## src/rtl/serial_rx_8.sv

```systemverilog
// serial_rx_8: serial-to-parallel receiver with a one-entry valid/ready
// holding register and a sticky overrun flag.
// Optional feature macro: PARITY_EN (adds an even-parity bit per frame and
// the Parity_Err output).
module serial_rx_8 #(
  parameter int WIDTH     = 8,
  parameter bit MSB_FIRST = 1'b0
) (
  input  logic                       Clk,
  input  logic                       Reset_n,
  input  logic                       Shift_In,
  input  logic                       Shift_En,
  input  logic                       Clear,
  input  logic                       Ready,
  output logic [WIDTH-1:0]           Data_Out,
  output logic                       Valid,
  output logic                       Overrun,
`ifdef PARITY_EN
  output logic                       Parity_Err,
`endif
  output logic [$clog2(WIDTH+1)-1:0] Bit_Count
);

  localparam int CW = $clog2(WIDTH+1);

`ifdef PARITY_EN
  typedef enum logic {S_DATA, S_PARITY} state_t;
`else
  typedef enum logic {S_DATA} state_t;
`endif

  state_t           state, state_nxt;
  logic [WIDTH-1:0] sr, shift_nxt, frame;
  logic             last_bit, commit;
`ifdef PARITY_EN
  logic             par_bad;
`endif

  // Next shift-register value; the frame completes on the WIDTH-th strobe
  // so this is also the committed frame in the no-parity build.
  assign shift_nxt = MSB_FIRST ? {sr[WIDTH-2:0], Shift_In}
                               : {Shift_In, sr[WIDTH-1:1]};
  assign last_bit  = (Bit_Count == CW'(WIDTH-1));

  // FSM state register
  always_ff @(posedge Clk or negedge Reset_n) begin
    if (!Reset_n) state <= S_DATA;
    else          state <= state_nxt;
  end

  // Next state and commit request; Clear outranks Shift_En
  always_comb begin
    state_nxt = state;
    commit    = 1'b0;
    frame     = shift_nxt;
`ifdef PARITY_EN
    par_bad   = 1'b0;
`endif
    if (Clear) begin
      state_nxt = S_DATA;
    end else if (Shift_En) begin
      case (state)
        S_DATA: begin
          if (last_bit) begin
`ifdef PARITY_EN
            state_nxt = S_PARITY;
`else
            commit    = 1'b1;
`endif
          end
        end
`ifdef PARITY_EN
        S_PARITY: begin
          // Data is already complete in sr; this strobe carries parity only.
          state_nxt = S_DATA;
          commit    = 1'b1;
          frame     = sr;
          par_bad   = ^{sr, Shift_In};
        end
`endif
        default: state_nxt = S_DATA;
      endcase
    end
  end

  // Shift register and bit counter; counter wraps at frame completion
  always_ff @(posedge Clk or negedge Reset_n) begin
    if (!Reset_n) begin
      sr        <= '0;
      Bit_Count <= '0;
    end else if (Clear) begin
      sr        <= '0;
      Bit_Count <= '0;
    end else if (Shift_En && state == S_DATA) begin
      sr        <= shift_nxt;
      Bit_Count <= last_bit ? '0 : Bit_Count + CW'(1);
    end
  end

  // Holding register: commit when empty or being drained on the same edge,
  // otherwise drop the frame and flag overrun
  always_ff @(posedge Clk or negedge Reset_n) begin
    if (!Reset_n) begin
      Data_Out   <= '0;
      Valid      <= 1'b0;
      Overrun    <= 1'b0;
`ifdef PARITY_EN
      Parity_Err <= 1'b0;
`endif
    end else begin
      if (commit) begin
        if (!Valid || Ready) begin
          Data_Out   <= frame;
          Valid      <= 1'b1;
`ifdef PARITY_EN
          Parity_Err <= par_bad;
`endif
        end else begin
          Overrun    <= 1'b1;
        end
      end else if (Valid && Ready) begin
        Valid <= 1'b0;
      end
      if (Clear) Overrun <= 1'b0;
    end
  end

endmodule

```

## config.mk

```make
export PLATFORM = sky130hd
export DESIGN_NAME = serial_rx_8
export DESIGN_NICKNAME = d
export VERILOG_FILES = /design/src/rtl/serial_rx_8.sv
export SDC_FILE = /design/constraint.sdc
export NUM_CORES = 1
export LEC_CHECK = 0
export ABC_AREA = 1
export BUFFER_PORTS_ARGS = -buffer_cell sky130_fd_sc_hd__buf_4
export CORE_ASPECT_RATIO = 1.4
export CORE_MARGIN = 3
export CORE_UTILIZATION = 45
export DETAILED_ROUTE_END_ITERATION = 10
export PLACE_DENSITY = 0.76
export SYNTH_ARGS = -nofsm -noshare
export SYNTH_HDL_FRONTEND = slang
export SYNTH_SLANG_ARGS = --single-unit
```

## constraint.sdc

```tcl
create_clock -name Clk -period 1.07 [get_ports Clk]
set_input_delay 0.0535 -clock Clk [delete_from_list [all_inputs] [get_ports Clk]]
set_output_delay 0.0535 -clock Clk [all_outputs]
set_load 0.02 [all_outputs]
```

==> results.md, run 1 <==
* CP startpoint: Bit_Count[1]
* Setup Skew at 2.571 ps
* Setup CP Type: flop to flop
* # rows at 18
* CTS Buf Count at 3
* Setup tns final at -1011 ps
* Most common cell in the synthesized netlist: nand2_1
* Area delta synth->final at 34.74%
* Maximum VDD drop at 0.7525 mV
* Comb pwr share at 10.5%
* Final setup violation count at 12
* Die area at 2636 um^2
* Average vias per placed instance at 5.203
* CTS tree: yes
* Cell count along the critical path at 5
* GRT Residual Overflow at 0
* Final period util at 114.4%
* PwrDens at 1068 nW/um^2
* Slew headroom at 83.02%
* Reg2Reg Launch Point: Bit_Count[1]
* GPL Wtd Cong at 0.8346
* Vias in the first global route at 765
* DRC at 0
* Wire per inst at 13.18 um
* Clock share of power at 28.0%
* Largest cells by area after synthesis: dfrtp_1 57%, nand2_1 11%, nand4_1 5.4%
* Min cycle time layout at 1224 ps
* Netlist cell types at 20
* DR iter-0 viols at 19
* Sw Ratio at 23.74%
* DP HPWL at 1417 um
* Worst-Skew Late Latency at 300 ps
* Reg2Reg Capture Point: Bit_Count[0]
* Max clock buf depth at 2
* Number of warnings issued by yosys at 0
* Internal power at 0.001012 W
* Vias post-DR at 770
* CP endpoint: Bit_Count[0]
* Post-synth EDFFs at 0
* Post-synth ARST share at 100.0%
* Final Max Tran Viols at 0
* R2R cell count at 5
* Placed instance count at 138
* Crit Path Max Fanout at 5
* Leading area contributor after synthesis: dfrtp_1
* Antenna violations before repair at 0
* Nets at 136
* HP Class: input port to flop
* FF-to-FF setup slack at -150 ps
* Critical path's top delay family: flip-flops
* Core footprint at 1847 um^2
* Starting density of the core at 49.93%
* Yosys top cell area share at 56.99%
* Worst setup EP type: flop
* First-pass GRT wire length at 3408 um
* Top_reg_cell synth: dfrtp_1
* Final Instance Area at 1242 um^2
* H-tree level count at 1
* Top Ports at 20
* Sequential Power Share at 61.5%
* Sw power at 0.0003150 W
* Max-Cap Viols at 0
* Req. time, crit path at 1290 ps
* Final wirelength at 1951 um
* Largest net degree at the start of global routing at 22
* CP Buf/Inv Count at 1
* Max stage delay on crit path at 450 ps
* Slowest-stage cell, CP: dfrtp_2
* Post-route core utilization at 67.28%
* Sink Count at 21
* Post-synthesis sequential area ratio at 56.99%
* Leakage power at 0.6175 nW
* Hold Vio Cnt, Final at 0
* Status: complete, but fails checks
* Placed Area at 1135 um^2
* Startpoint types: flop
* Layout cells sized above 1 at 37.50%
* Failing checks: setup timing
* Inserted Diodes at 0
* DRT Pass-1 Iters at 4
* IO buf count at 19
* FF+latch count, synth at 21
* Fin cells at 148
* CTS Root Cell: clkbuf_4
* Post-Syn Nets at 103
* Worst Path Arrival at 1450 ps
* CP cell instances: ha_4 -> nand3_2 -> nor2_4 -> buf_4 -> nor3b_2
* Synth Instances at 96
* Die Wd at 44.26 um
* Clock slew at reported path FFs at 110 ps
* Worst Setup Slack, final at -153.9 ps
* Actual slew at the worst max-slew pin at 254.7 ps
* Maximum clock frequency at 0.8170 GHz
* RSZ-0062 raised after global routing: true
* Synthesized area per cell at 9.606 um^2
* Total Routing Usage GR at 17.36%
* Top cells by count, synth: 27 x nand2_1, 21 x dfrtp_1, 11 x inv_1
* Antenna viol nets, final at 0
* Die Y at 59.56 um
* Post-Syn Area at 922.1 um^2
[cells by family (layout without fill, tap and decap cells)]
family / after synthesis / in the layout / synth area share, %
AO/OA/AOI/OAI: 13 / 13 / 8.140
AND/OR/NAND/NOR: 46 / 47 / 27.14
buffers and inverters: 15 / 46 / 6.378
flip-flops: 21 / 21 / 56.99
adder cells (fa/ha/maj): 1 / 1 / 1.357
[worst reg2reg max path: stages, from the launching register on]
cell and delay, ps:
dfrtp_2 450, ha_4 180, nand3_2 140, nor2_4 80, buf_4 140, nor3b_2 160
[final cells by class]
cell class              count  area, um^2
flip-flops and latches     21       529.3
multi-input cells          61       376.6
fillers                   159       604.3
inverters                  13       48.80
clock buffers               4       26.28
well taps                  20       25.02
repair buffers             29       236.5
[registers in the layout (all words and copies together), names as in the netlist]
| name | flops |
|---|---|
| Overrun | 1 |
| Data_Out | 8 |
| Valid | 1 |
| Bit_Count | 4 |
| sr | 7 |
[metrics by stage]
| stage | power, W | worst slack, ps | hold slack, ps |
|---|---|---|---|
| 6_report | 0.001327 | -153.9 | 77.81 |
| 5_1_grt | 0.001377 | -207.1 | 94.49 |
| 4_1_cts | 0.001339 | -83.43 | 76.21 |
| 3_5_place_dp | 0.0009535 | -78.38 | -50.96 |
| 3_3_place_gp | 0.0009492 | -33.91 | -53.68 |
| 2_1_floorplan | 0.0008849 | -88.66 | -242.1 |
[repair_timing]
| action | 4_1_cts | 5_1_grt |
|---|---|---|
| pin swaps | 3 | 3 |
| endpoints found under the setup margin | 13 | 15 |
| endpoints found under the hold margin | 23 | 0 |
| gates cloned | 1 | 0 |
| hold buffers | 3 | 0 |
| buffers inserted | 0 | 3 |
| gates resized for setup | 5 | 3 |
[layer usage]
layer	vias to the layer above	part of all wire, %	GRT usage, %
met4	0	1.6	7.759
met3	5	5.0	2.128
li1	383	-	-
met1	364	45	22.52
met5	-	0	0
met2	18	49	28.54
[worst min path at each step]
stage | start | end | slack [ps] | cells after the start
global route | Shift_En | Bit_Count[0] | 90 | 3
detailed placement | Reset_n | Bit_Count[2] | -50 | 1
floorplan | Reset_n | Bit_Count[0] | -240 | 0
CTS | Shift_En | Bit_Count[0] | 80 | 3
finish | Shift_En | Bit_Count[2] | 80 | 3
global placement | Reset_n | Bit_Count[2] | -50 | 1
[power groups by stage]
stage	Sequential [W]	Clock [W]	Combinational, W
after floorplan	0.000841	0	0.0000444
after global placement	0.000830	0	0.000119
after detailed placement	0.000831	0	0.000123
after CTS	0.000815	0.000386	0.000139
after global routing	0.000818	0.000405	0.000155
final	0.000816	0.000371	0.000140
[cell usage in the layout, fill, tap and decap left out, drive strengths merged]
cell,count
nand3,2
o21ai,7
nand2,29
buf,26
ha,1
a21oi,1
nor3b,1
o22ai,5
inv,13
nor3,1
clkbuf,4
nand4,9
nor2,5
dfrtp,21
dlygate4sd3,3
(Power assumes the default switching activity.)
==> run 2, diff against run 1 <==
CELL_PAD_IN_SITES_DETAIL_PLACEMENT = 1   (was default)
CELL_PAD_IN_SITES_GLOBAL_PLACEMENT = 2   (was default)
CORE_UTILIZATION = 28   (was 45)
==> run 2 against run 1 <==
Effect of this change: the flow still finishes with violations (setup timing); sequential cell count stayed put; cell count is 11% higher; count of clock-buffer cells in the layout is 1 lower; clock power is 41% higher; register-to-register slack better by 70 ps; die area is 53% higher; maximum frequency is 6.1% higher; first-iteration DRC count is 32% lower; power is 11% higher; non-clock buffer count is 3 lower; critical path depth is 1 higher; critical path type unchanged; largest power group unchanged.
==> results.md, run 2 (synthesized netlist as in run 1, its figures left out) <==
* Min cycle time layout at 1153 ps
* Final setup violation count at 10
* GRT Residual Overflow at 0
* CTS Buf Count at 3
* Setup CP Type: flop to flop
* GPL Wtd Cong at 0.7483
* Final Max Tran Viols at 0
* Largest net degree at the start of global routing at 22
* PwrDens at 1159 nW/um^2
* Worst setup EP type: flop
* RSZ-0062 raised after global routing: true
* Vias in the first global route at 796
* Worst Setup Slack, final at -83.34 ps
* HP Class: input port to flop
* CTS Root Cell: clkbuf_8
* Status: complete, but fails checks
* Largest register by flop count: Data_Out
* Maximum clock frequency at 0.8670 GHz
* Slew headroom at 81.74%
* Clock slew at reported path FFs at 80 ps
* # fillers at 383
* Most frequent cells in the layout: 24 x nand2_1, 24 x buf_4, 17 x dfrtp_1
* Reg area at 530.5 um^2
* IO buf count at 19
* DRT Pass-1 Iters at 2
* Final wirelength at 2177 um
* Leakage power at 0.6306 nW
* Flip-flop count of the largest register after layout at 8
* Core footprint at 3123 um^2
* Startpoint types: flop
* Setup Skew at 1.790 ps
* WHS at 20.49 ps
* DR iter-0 viols at 13
* DP HPWL at 1620 um
* Crit Path Max Fanout at 8
* Die Y at 73.90 um
* First-pass GRT wire length at 3781 um
* Final period util at 107.8%
* Antenna violations before repair at 0
* Die area at 4028 um^2
* Placed instance count at 156
* Hold Vio Cnt, Final at 0
* Most used cell, CP: nand2_1
* Fin cells at 164
* CTS tree: yes
* Max-Cap Viols at 0
* Die Wd at 54.50 um
* Worst Path Arrival at 1310 ps
* Critical path's top delay family: simple AND/OR/NAND/NOR gates
* Max stage delay on crit path at 400 ps
* Area occupied by multi-input gates at 396.6 um^2
* Average vias per placed instance at 4.665
* Actual slew at the worst max-slew pin at 273.9 ps
* Area delta synth->final at 37.86%
* Failing checks: setup timing
* Top Ports at 20
* CP cell instances: ha_4 -> nand2_4 -> nor2_4 -> nand4_4 -> nand2_1 -> nand2_1
* Layout cells sized above 1 at 39.20%
* DRC at 0
* H-tree level count at 1
* Maximum VDD drop at 0.5628 mV
* Vias post-DR at 765
* Antenna viol nets, final at 0
* Sink Count at 21
* Worst-Skew Late Latency at 260 ps
* Req. time, crit path at 1220 ps
* Regs by FF count: Data_Out (8), sr (7), Bit_Count (4)
* Wire per inst at 13.27 um
* Max clock buf depth at 2
* Starting density of the core at 29.53%
* Slowest-stage cell, CP: dfrtp_2
* CP Buf/Inv Count at 0
* Nets at 133
* Inserted Diodes at 0
* # rows at 24
* Total Routing Usage GR at 12.79%
==> run 2: final cells by class <==
type | instances | share of cell area [%]
Clock buffer | 3 | 3.248
Clock inverter | 1 | 0.3937
Inverter | 13 | 3.839
Multi-Input combinational cell | 61 | 31.20
Sequential cell | 21 | 41.73
Tap cell | 39 | 3.839
Timing Repair Buffer | 26 | 15.75
==> run 2: final timing paths <==
check,from,to,slack [ps],depth (start not counted)
min,Shift_In,sr[7],20,3
max,Bit_Count[0],Data_Out[3],-80,6
max in group asynchronous,Reset_n,Bit_Count[0],620,2
min in group asynchronous,Reset_n,Data_Out[5],210,2
min reg2reg,Data_Out[7],Data_Out[7],470,2
max reg2reg,Bit_Count[0],Data_Out[3],-80,6
==> run 2: through the flow <==
stage	area (um^2)	util (%)	total power (W)	setup WS (ps)	setup TNS, ps
4_1_cts	1242	39.78	0.001488	-101.6	-821.1
3_3_place_gp	1151	36.86	0.0009530	-57.26	-441.5
3_5_place_dp	1151	36.86	0.0009578	-85.25	-697.8
6_report	1271	40.71	0.001473	-83.34	-625.2
5_1_grt	1271	40.71	0.001541	-177.5	-1634
2_1_floorplan	939.7	-	0.0008849	-88.66	-803.1
==> run 2: repair_timing <==
item	in CTS	in global routing
resized for setup	4	6
buffers inserted	0	1
endpoints found under the setup margin	11	14
gates cloned	1	0
pin swaps	5	4
hold buffers	2	0
endpoints found under the hold margin	22	0
==> run 2: where the power goes <==
| part | switching (W) | total [W] | internal, W | leakage (nW) |
|---|---|---|---|---|
| Combinational | 0.0000807 | 0.000135 | 0.0000539 | 0.320 |
| Sequential | 0.0000113 | 0.000816 | 0.000805 | 0.285 |
| Clock | 0.000263 | 0.000522 | 0.000259 | 0.0255 |
| Total | 0.000355 | 0.00147 | 0.00112 | 0.631 |
==> run 2: layer usage <==
layer	part of all wire (%)	vias to the layer above	wire length (um)	global-route usage [%]
met5	0	-	0	0
met4	0.96	0	21	4.986
met3	3.0	2	65	2.434
met2	52	9	1135	21.04
met1	44	380	954	16.16
li1	-	374	-	-
==> run 2: worst register-to-register path, stage by stage, from the launching register on <==
cell	delay [ps]
dfrtp_2	400
ha_4	180
nand2_4	60
nor2_4	110
nand4_4	150
nand2_1	110
nand2_1	50
